<file path="src/rtl/corevx_ptw_pkg.sv">
// Shared types and constants for the corevx Sv32 page-table walker.
package corevx_ptw_pkg;

    localparam int unsigned VPN_W     = 20;
    localparam int unsigned VPN_SEG_W = 10;
    localparam int unsigned PPN_W     = 22;
    localparam int unsigned PTE_W     = 32;
    localparam int unsigned ADDR_W    = 34;
    localparam int unsigned TAG_WIDTH = 8;
    localparam int unsigned RESP_W    = 2;
    localparam int unsigned TMO_CNT_W = 8;

    // Accesstag bit positions, shared with the cache TLB entry layout (PTE[7:0])
    localparam int unsigned ATAG_V = 0;
    localparam int unsigned ATAG_R = 1;
    localparam int unsigned ATAG_W = 2;
    localparam int unsigned ATAG_X = 3;
    localparam int unsigned ATAG_U = 4;
    localparam int unsigned ATAG_G = 5;
    localparam int unsigned ATAG_A = 6;
    localparam int unsigned ATAG_D = 7;

    localparam int unsigned PTE_RSW_LSB  = 8;
    localparam int unsigned PTE_RSW_MSB  = 9;
    localparam int unsigned PTE_PPN0_LSB = 10;
    localparam int unsigned PTE_PPN0_MSB = 19;
    localparam int unsigned PTE_PPN1_LSB = 20;
    localparam int unsigned PTE_PPN1_MSB = 31;

    typedef enum logic [1:0] {
        ST_IDLE  = 2'd0,
        ST_ISSUE = 2'd1,
        ST_WAIT  = 2'd2,
        ST_DONE  = 2'd3
    } ptw_state_e;

    typedef enum logic [RESP_W-1:0] {
        AVL_RESP_OKAY     = 2'b00,
        AVL_RESP_RESERVED = 2'b01,
        AVL_RESP_SLVERR   = 2'b10,
        AVL_RESP_DECERR   = 2'b11
    } avl_resp_e;

    typedef struct packed {
        logic                 pagefault;
        logic                 accessfault;
        logic [PPN_W-1:0]     ppn;
        logic [TAG_WIDTH-1:0] access_bits;
    } ptw_result_t;

    function automatic logic [ADDR_W-1:0] pte_addr(input logic [PPN_W-1:0]     table_ppn,
                                                   input logic [VPN_SEG_W-1:0] vpn_seg);
        return {table_ppn, vpn_seg, 2'b00};
    endfunction

endpackage

</file>
<file path="src/rtl/corevx_ptw_pte_decode.sv">
// Combinational Sv32 PTE classifier used by the walker at each level.
module corevx_ptw_pte_decode
    import corevx_ptw_pkg::*;
(
    input  logic [PTE_W-1:0] pte,
    input  logic             level,
    output logic             is_leaf,
    output logic             is_invalid,
    output logic             misaligned,
    output logic [PPN_W-1:0] next_ppn
);

    logic unused_pte_bits;

    assign is_invalid = !pte[ATAG_V] || (pte[ATAG_W] && !pte[ATAG_R]);
    assign is_leaf    = pte[ATAG_R] || pte[ATAG_X];
    // A megapage leaf must have PPN0 clear so the 4 MiB region is naturally aligned
    assign misaligned = level && (pte[PTE_PPN0_MSB:PTE_PPN0_LSB] != '0);
    assign next_ppn   = pte[PTE_PPN1_MSB:PTE_PPN0_LSB];

    // U/G/A/D and RSW only pass through to the downstream permission check
    assign unused_pte_bits = ^{pte[ATAG_U], pte[ATAG_G], pte[ATAG_A], pte[ATAG_D],
                               pte[PTE_RSW_MSB:PTE_RSW_LSB]};

endmodule

</file>
<file path="src/rtl/corevx_ptw.sv">
// Sv32 hardware page-table walker: up to two PTE reads over Avalon-MM, returns leaf PPN + accesstag.
// Optional read timeout enabled by defining COREVX_PTW_TIMEOUT_EN.
module corevx_ptw
    import corevx_ptw_pkg::*;
#(
    parameter int unsigned TIMEOUT_CYCLES = 255
)
(
    input  logic                 clk,
    input  logic                 rst,
    input  logic                 resolve_request,
    output logic                 resolve_ack,
    input  logic [VPN_W-1:0]     resolve_virtual_address,
    input  logic [PPN_W-1:0]     satp_ppn,
    output logic                 resolve_done,
    output logic                 resolve_pagefault,
    output logic                 resolve_accessfault,
    output logic [PPN_W-1:0]     resolve_physical_address,
    output logic [TAG_WIDTH-1:0] resolve_access_bits,
    output logic [ADDR_W-1:0]    avl_address,
    output logic                 avl_read,
    input  logic                 avl_waitrequest,
    input  logic                 avl_readdatavalid,
    input  logic [PTE_W-1:0]     avl_readdata,
    input  logic [RESP_W-1:0]    avl_response
);

    ptw_state_e           state_q, state_d;
    logic [VPN_W-1:0]     vpn_q, vpn_d;
    logic [PPN_W-1:0]     table_ppn_q, table_ppn_d;
    logic                 level_q, level_d;
    ptw_result_t          result_q, result_d;
    logic                 done_q, done_d;
    logic                 ack_q, ack_d;
    logic                 read_q, read_d;
    logic [ADDR_W-1:0]    addr_q, addr_d;
`ifdef COREVX_PTW_TIMEOUT_EN
    logic [TMO_CNT_W-1:0] tmo_cnt_q, tmo_cnt_d;
`else
    logic                 unused_timeout_cycles;
    assign unused_timeout_cycles = ^TMO_CNT_W'(TIMEOUT_CYCLES);
`endif

    logic                 pte_is_leaf;
    logic                 pte_is_invalid;
    logic                 pte_misaligned;
    logic [PPN_W-1:0]     pte_next_ppn;
    logic [VPN_SEG_W-1:0] vpn_seg_d;

    corevx_ptw_pte_decode u_pte_decode (
        .pte        (avl_readdata),
        .level      (level_q),
        .is_leaf    (pte_is_leaf),
        .is_invalid (pte_is_invalid),
        .misaligned (pte_misaligned),
        .next_ppn   (pte_next_ppn)
    );

    // Next-state and registered-output logic
    always_comb begin
        state_d     = state_q;
        vpn_d       = vpn_q;
        table_ppn_d = table_ppn_q;
        level_d     = level_q;
        result_d    = '0;
        ack_d       = 1'b0;
`ifdef COREVX_PTW_TIMEOUT_EN
        tmo_cnt_d   = tmo_cnt_q;
`endif

        case (state_q)
            ST_IDLE: begin
                if (resolve_request) begin
                    ack_d       = 1'b1;
                    vpn_d       = resolve_virtual_address;
                    table_ppn_d = satp_ppn;
                    level_d     = 1'b1;
                    state_d     = ST_ISSUE;
                end
            end
            ST_ISSUE: begin
                if (!avl_waitrequest) begin
                    state_d = ST_WAIT;
`ifdef COREVX_PTW_TIMEOUT_EN
                    tmo_cnt_d = '0;
`endif
                end
            end
            ST_WAIT: begin
                if (avl_readdatavalid) begin
                    state_d = ST_DONE;
                    if (avl_resp_e'(avl_response) != AVL_RESP_OKAY) begin
                        result_d.accessfault = 1'b1;
                    end else if (pte_is_invalid) begin
                        result_d.pagefault   = 1'b1;
                        result_d.access_bits = avl_readdata[TAG_WIDTH-1:0];
                    end else if (pte_is_leaf) begin
                        result_d.access_bits = avl_readdata[TAG_WIDTH-1:0];
                        if (pte_misaligned) begin
                            result_d.pagefault = 1'b1;
                        end else if (level_q) begin
                            result_d.ppn = {avl_readdata[PTE_PPN1_MSB:PTE_PPN1_LSB],
                                            vpn_q[VPN_SEG_W-1:0]};
                        end else begin
                            result_d.ppn = pte_next_ppn;
                        end
                    end else if (level_q) begin
                        table_ppn_d = pte_next_ppn;
                        level_d     = 1'b0;
                        state_d     = ST_ISSUE;
                    end else begin
                        result_d.pagefault   = 1'b1;
                        result_d.access_bits = avl_readdata[TAG_WIDTH-1:0];
                    end
                end
`ifdef COREVX_PTW_TIMEOUT_EN
                else if (tmo_cnt_q == TMO_CNT_W'(TIMEOUT_CYCLES - 1)) begin
                    state_d              = ST_DONE;
                    result_d.accessfault = 1'b1;
                end else begin
                    tmo_cnt_d = tmo_cnt_q + TMO_CNT_W'(1);
                end
`endif
            end
            ST_DONE: begin
                state_d = ST_IDLE;
            end
            default: begin
                state_d = ST_IDLE;
            end
        endcase

        // Bus outputs track the state being entered so they are flop-driven yet aligned with it
        vpn_seg_d = level_d ? vpn_d[VPN_W-1:VPN_SEG_W] : vpn_d[VPN_SEG_W-1:0];
        done_d    = (state_d == ST_DONE);
        read_d    = (state_d == ST_ISSUE);
        addr_d    = read_d ? pte_addr(table_ppn_d, vpn_seg_d) : addr_q;
    end

    always_ff @(posedge clk) begin
        if (rst) begin
            state_q     <= ST_IDLE;
            vpn_q       <= '0;
            table_ppn_q <= '0;
            level_q     <= 1'b0;
            result_q    <= '0;
            done_q      <= 1'b0;
            ack_q       <= 1'b0;
            read_q      <= 1'b0;
            addr_q      <= '0;
`ifdef COREVX_PTW_TIMEOUT_EN
            tmo_cnt_q   <= '0;
`endif
        end else begin
            state_q     <= state_d;
            vpn_q       <= vpn_d;
            table_ppn_q <= table_ppn_d;
            level_q     <= level_d;
            result_q    <= result_d;
            done_q      <= done_d;
            ack_q       <= ack_d;
            read_q      <= read_d;
            addr_q      <= addr_d;
`ifdef COREVX_PTW_TIMEOUT_EN
            tmo_cnt_q   <= tmo_cnt_d;
`endif
        end
    end

    assign resolve_ack              = ack_q;
    assign resolve_done             = done_q;
    assign resolve_pagefault        = result_q.pagefault;
    assign resolve_accessfault      = result_q.accessfault;
    assign resolve_physical_address = result_q.ppn;
    assign resolve_access_bits      = result_q.access_bits;
    assign avl_read                 = read_q;
    assign avl_address              = addr_q;

endmodule

</file>
<file path="config.mk">
export PLATFORM = sky130hd
export DESIGN_NAME = corevx_ptw
export DESIGN_NICKNAME = d
export VERILOG_FILES = /design/src/rtl/corevx_ptw_pkg.sv /design/src/rtl/corevx_ptw_pte_decode.sv /design/src/rtl/corevx_ptw.sv
export SDC_FILE = /design/constraint.sdc
export NUM_CORES = 1
export LEC_CHECK = 0
export ABC_AREA = 1
export CAP_MARGIN = 0
export CELL_PAD_IN_SITES_DETAIL_PLACEMENT = 1
export CELL_PAD_IN_SITES_GLOBAL_PLACEMENT = 2
export CORE_MARGIN = 2
export CORE_UTILIZATION = 27
export CTS_BUF_LIST = sky130_fd_sc_hd__clkbuf_16
export CTS_CLUSTER_SIZE = 8
export DETAILED_ROUTE_END_ITERATION = 8
export PLACE_DENSITY_LB_ADDON = 0.08
export SETUP_SLACK_MARGIN = 0.2
export SLEW_MARGIN = 20
export SYNTH_ARGS = -nofsm -noshare
export SYNTH_HDL_FRONTEND = slang
export SYNTH_SLANG_ARGS = --single-unit
</file>
<file path="constraint.sdc">
create_clock -name clk -period 4.4 [get_ports clk]
set_input_delay 0.88 -clock clk [delete_from_list [all_inputs] [get_ports clk]]
set_output_delay 0.88 -clock clk [all_outputs]
set_load 0.01 [all_outputs]
</file>
==> results of run 1 <==
-- cell type report --
class                      count  area, um^2
clock buffer                   9         225
clock inverter                 7        48.8
fill                        2190       11200
inverter                      79         299
multi-input combinational    441        2150
sequential                   112        2240
tap                          229         287
timing repair buffer         150        1480
-- through the flow --
stage | hold WS, ns | area [um^2]
finish | 0.467 | 6740
global placement | 0.457 | 6460
detailed placement | 0.461 | 6460
CTS | 0.473 | 6740
global route | 0.496 | 6740
floorplan | 0.445 | 4920
-- layer usage --
| metal | up-vias | part of all wire [%] | track usage, % |
|---|---|---|---|
| met5 | - | 0 | 0 |
| met4 | 0 | 1.8 | 6.49 |
| met3 | 16 | 3.3 | 2.83 |
| met2 | 80 | 47 | 28.5 |
| met1 | 2160 | 47 | 22.0 |
| li1 | 2336 | - | - |
-- worst paths after layout --
path / from / to / slack (ns) / cells past startpoint
setup / recovery: state_q[0] / avl_address[32] / 1.38 / 7
hold / removal: avl_address[9] / avl_address[9] / 0.47 / 2
setup reg to reg: state_q[0] / avl_address[32] / 1.38 / 7
hold reg to reg: avl_address[9] / avl_address[9] / 0.47 / 2
-- kinds of logic after synthesis --
family	synth area share, %
AO/OA/AOI/OAI	15.5
buffers and inverters	10.7
flip-flops	45.6
other	0.0763
AND/OR/NAND/NOR	28.1
-- state kept, by name, indices dropped and copies added, names as in the netlist, 2 cells and up, named ones only --
signal / cells
resolve_physical_address: 22
vpn_q: 20
table_ppn_q: 22
state_q: 2
avl_address: 32
resolve_access_bits: 8
-- where the power goes --
part           internal (mW)  leakage (nW)  switching (mW)  total [mW]
combinational          0.237          1.99           0.298       0.535
sequential              1.08         0.915          0.0357        1.12
clock                  0.384         0.123           0.392       0.775
-- Yosys cell counts (5+ instances only) --
master,n
nand2_1,187
dfxtp_1,112
inv_1,67
nor2_1,66
a21oi_1,46
nand3_1,42
o21bai_1,20
clkbuf_1,17
o21ai_1,12
nor2_2,11
o21ai_0,11
buf_2,9
a21oi_2,8
o21bai_2,8
buf_6,7
inv_2,7
a31o_2,6
buf_4,5
nand2_2,5
-- critical path: stages, from the launching register on --
cell      delay (ns)
dfxtp_1         0.37
nor2_4          0.61
nand2_2         0.56
o211ai_2        0.28
nand3_2         0.65
a21oi_1         0.34
nand2_1         0.08
inv_1           0.05
==> impl_metrics.tcl, run 1 <==
set metrics [dict create \
    syn_inst 669 \
    route.detailed.drc 0 \
    drt_pass1_iterations 4 \
    rsz0062_at_grt "false" \
    skew_ns 0.00633 \
    post-place-cells 1011 \
    post_cts_resized 0 \
    yosysTopAreaCell "dfxtp_1" \
    grt-ovfl-total 0 \
    power_mw 2.43 \
    finalHoldViolCount 0 \
    crit_type "reg -> reg" \
    path_clk_slew_ns 0.08 \
    netlist_area_mm2 0.00491 \
    wl_per_cell_um 15.6 \
    cts_tree "done" \
    synth_area_leaders "dfxtp_1, nand2_1, inv_1" \
    clock_sinks 112 \
    yosys_warnings 0 \
    fmax_mhz 331 \
    gp_congestion 0.734 \
    status "completed" \
    start_kind "register" \
    synthFlopType "dfxtp_1" \
    relSlewSlack_pct 48.2 \
    cts_setup_buffers 0 \
    portBuffers 145 \
    pre_cts_slack_ns 1.05 \
    postRouteAntennaNets 0 \
    wirelength_um 16100 \
    final_cell_mix "nand2_1, clkdlybuf4s50_1, dfxtp_1" \
    avgSynthCellArea_um2 7.35 \
    core.rowCount 49 \
    ys_seq_area_share_pct 45.6 \
    nets 874 \
    vias_per_cell 4.47 \
    worst_slack_ns 1.38 \
    vdd_ir_drop_max_mv 0.188 \
    p_per_area_mw_per_mm2 360 \
    cap_violations 0 \
    period_needed_ns 3.02 \
    dieArea_mm2 0.0193 \
    cp_data_arrival_time_ns 3.32 \
    timing.final.max_slew_violations 0 \
    io_pins 150 \
    diodes 0 \
    synth.distinct_cells 34 \
    drive_gt1_share_pct 10.2 \
    synth_top_area_share_pct 45.6 \
    grt_max_degree 51 \
    period_share_pct 68.7 \
    min_path_type "reg -> reg" \
    required_ns 4.70 \
    die_x_um 139 \
    fin_tns_setup_ns 0 \
    grt_usage_pct 17.0 \
    drtIter0Drc 179 \
    worst_setup_path_end_kind "register" \
    grt_pass1_vias 4856 \
    insertion_delay_ns 0.36 \
    vias 4592 \
    setup_viol 0 \
    clockRootBuffer "clkbuf_16" \
    start_util_pct 27.5 \
    layout.cells.non_filler 1027 \
    synth-edff-count 0 \
    fin_util_pct 37.6 \
    fp.coreArea_mm2 0.0179 \
    async_flop_share_pct 0 \
    synth_seq_cells 112 \
    cts_buffer_depth 2 \
    tightest_slew_ns 0.777 \
    power_leakage_nw 3.03 \
    detailed_place_hpwl_um 11500 \
    htreeDepth 3 \
    syn_to_final_growth_pct 37.1 \
    grt_pass1_wl_um 25900 \
    grt_antenna_before_repair 0 \
    die_y_um 139 \
    cts_hold_repair.buffers 0 \
    worstPathMaxFanout 31 \
    mostFrequentLayoutCell "nand2_1" \
    numCtsBuffers 9 \
]
Power figures use the tool's default switching activity.
==> inputs of run 2 (changes only) <==
CORE_UTILIZATION = 25   (was 27)
clock period = 3.1 ns   (was 4.4 ns; I/O delays follow)
==> run 2 against run 1 <==
  * Sequential cell count unchanged
  * Cell count increased by 4.3%
  * Largest power group unchanged
  * Critical path type is now in -> reg
  * First-iteration DRC count shrank 35%
  * Critical endpoint is now avl_address[15]
==> impl_metrics.tcl, run 2 (same netlist as run 1, synthesis figures left out) <==
set metrics [dict create \
    cts_hold_repair.buffers 0 \
    drive_gt1_share_pct 10.9 \
    grt_antenna_before_repair 0 \
    status "completed" \
    power_leakage_nw 3.09 \
    numCtsBuffers 9 \
    gp_congestion 0.747 \
    finalHoldViolCount 0 \
    post_cts_resized 0 \
    grt_usage_pct 15.9 \
    die_x_um 144 \
    clockRootBuffer "clkbuf_16" \
    largest_reg_flops 32 \
    cts_setup_buffers 0 \
    drtIter0Drc 117 \
    portBuffers 145 \
    vias 4578 \
    grt_max_degree 79 \
    io_pins 150 \
    vdd_ir_drop_max_mv 0.256 \
    dieArea_mm2 0.0208 \
    insertion_delay_ns 0.35 \
    start_kind "input pin" \
    detailed_place_hpwl_um 11700 \
    worst_setup_path_end_kind "register" \
    setup_viol 0 \
    grt_pass1_wl_um 25500 \
    route.detailed.drc 0 \
    fin_tns_setup_ns 0 \
    diodes 0 \
    postRouteAntennaNets 0 \
    fp.coreArea_mm2 0.0194 \
    grt_pass1_vias 4788 \
    timing.final.max_slew_violations 0 \
    path_clk_slew_ns 0.07 \
    rsz0062_at_grt "false" \
    final_cell_mix "nand2_1, clkdlybuf4s50_1, dfxtp_1" \
    nets 882 \
    required_ns 3.35 \
    clock_sinks 112 \
    cap_violations 0 \
    core.rowCount 51 \
    p_per_area_mw_per_mm2 526 \
    drt_pass1_iterations 4 \
    grt-ovfl-total 0 \
    relSlewSlack_pct 42.7 \
    fin_util_pct 35.5 \
    htreeDepth 3 \
    fmax_mhz 431 \
    hold_ws_ns 0.471 \
    die_y_um 144 \
    tightest_slew_ns 0.859 \
    syn_to_final_growth_pct 40.2 \
    crit_type "in -> reg" \
    wirelength_um 15900 \
    cts_buffer_depth 2 \
    power_mw 3.63 \
    worstPathMaxFanout 31 \
    cts_tree "done" \
    start_util_pct 25.3 \
    cp_data_arrival_time_ns 2.58 \
    period_needed_ns 2.32 \
    vias_per_cell 4.27 \
    min_path_type "reg -> reg" \
    mostFrequentLayoutCell "nand2_1" \
    skew_ns 0.00683 \
    period_share_pct 74.9 \
    wl_per_cell_um 14.8 \
]
[run 2: power by group]
part,internal (mW),leakage [nW],switching (mW),total [mW]
combinational,0.349,2.03,0.421,0.771
clock,0.709,0.146,0.555,1.26
sequential,1.54,0.915,0.0531,1.59
[run 2: final timing paths]
check,from,to,slack [ns],cells past startpoint
setup reg to reg,register,avl_address[3],0.98,7
setup / recovery,avl_readdata[2],avl_address[15],0.78,12
hold reg to reg,avl_address[11],avl_address[11],0.47,2
hold / removal,avl_address[11],avl_address[11],0.47,2
[run 2: cell type report]
cell class	instances	area (um^2)
inverters	79	299
well taps	265	332
fillers	2404	12500
multi-input cells	441	2150
flip-flops and latches	112	2240
clock buffers	9	225
repair buffers	158	1540
clock inverters	7	95.1
[run 2: per-stage QoR]
stage          cell area, um^2  std cells  setup WS, ns
3_5_place_dp              6570       1055         0.357
2_1_floorplan             4920        670          1.33
4_1_cts                   6890       1071         0.738
6_report                  6890       1071         0.777
5_1_grt                   6890       1071         0.551
3_3_place_gp              6570       1055         0.411
[run 2: worst max-delay path: stages]
cell and delay (ns):
clkdlybuf4s50_1 0.50, nand2_1 0.07, nand2_1 0.14, nor2_4 0.06, buf_4 0.16, nand3_1 0.07, buf_4 0.35, inv_1 0.19
nand2_1 0.13, nand3_1 0.14, nand2_1 0.10, inv_1 0.04
[run 2: routing by layer]
metal  global-route usage [%]  wire length, um  share of wire (%)
met3                     2.25              589                3.7
met4                     4.80              229                1.4
met2                     26.6             7430                 47
met5                        0                0                  0
met1                     21.2             7630                 48
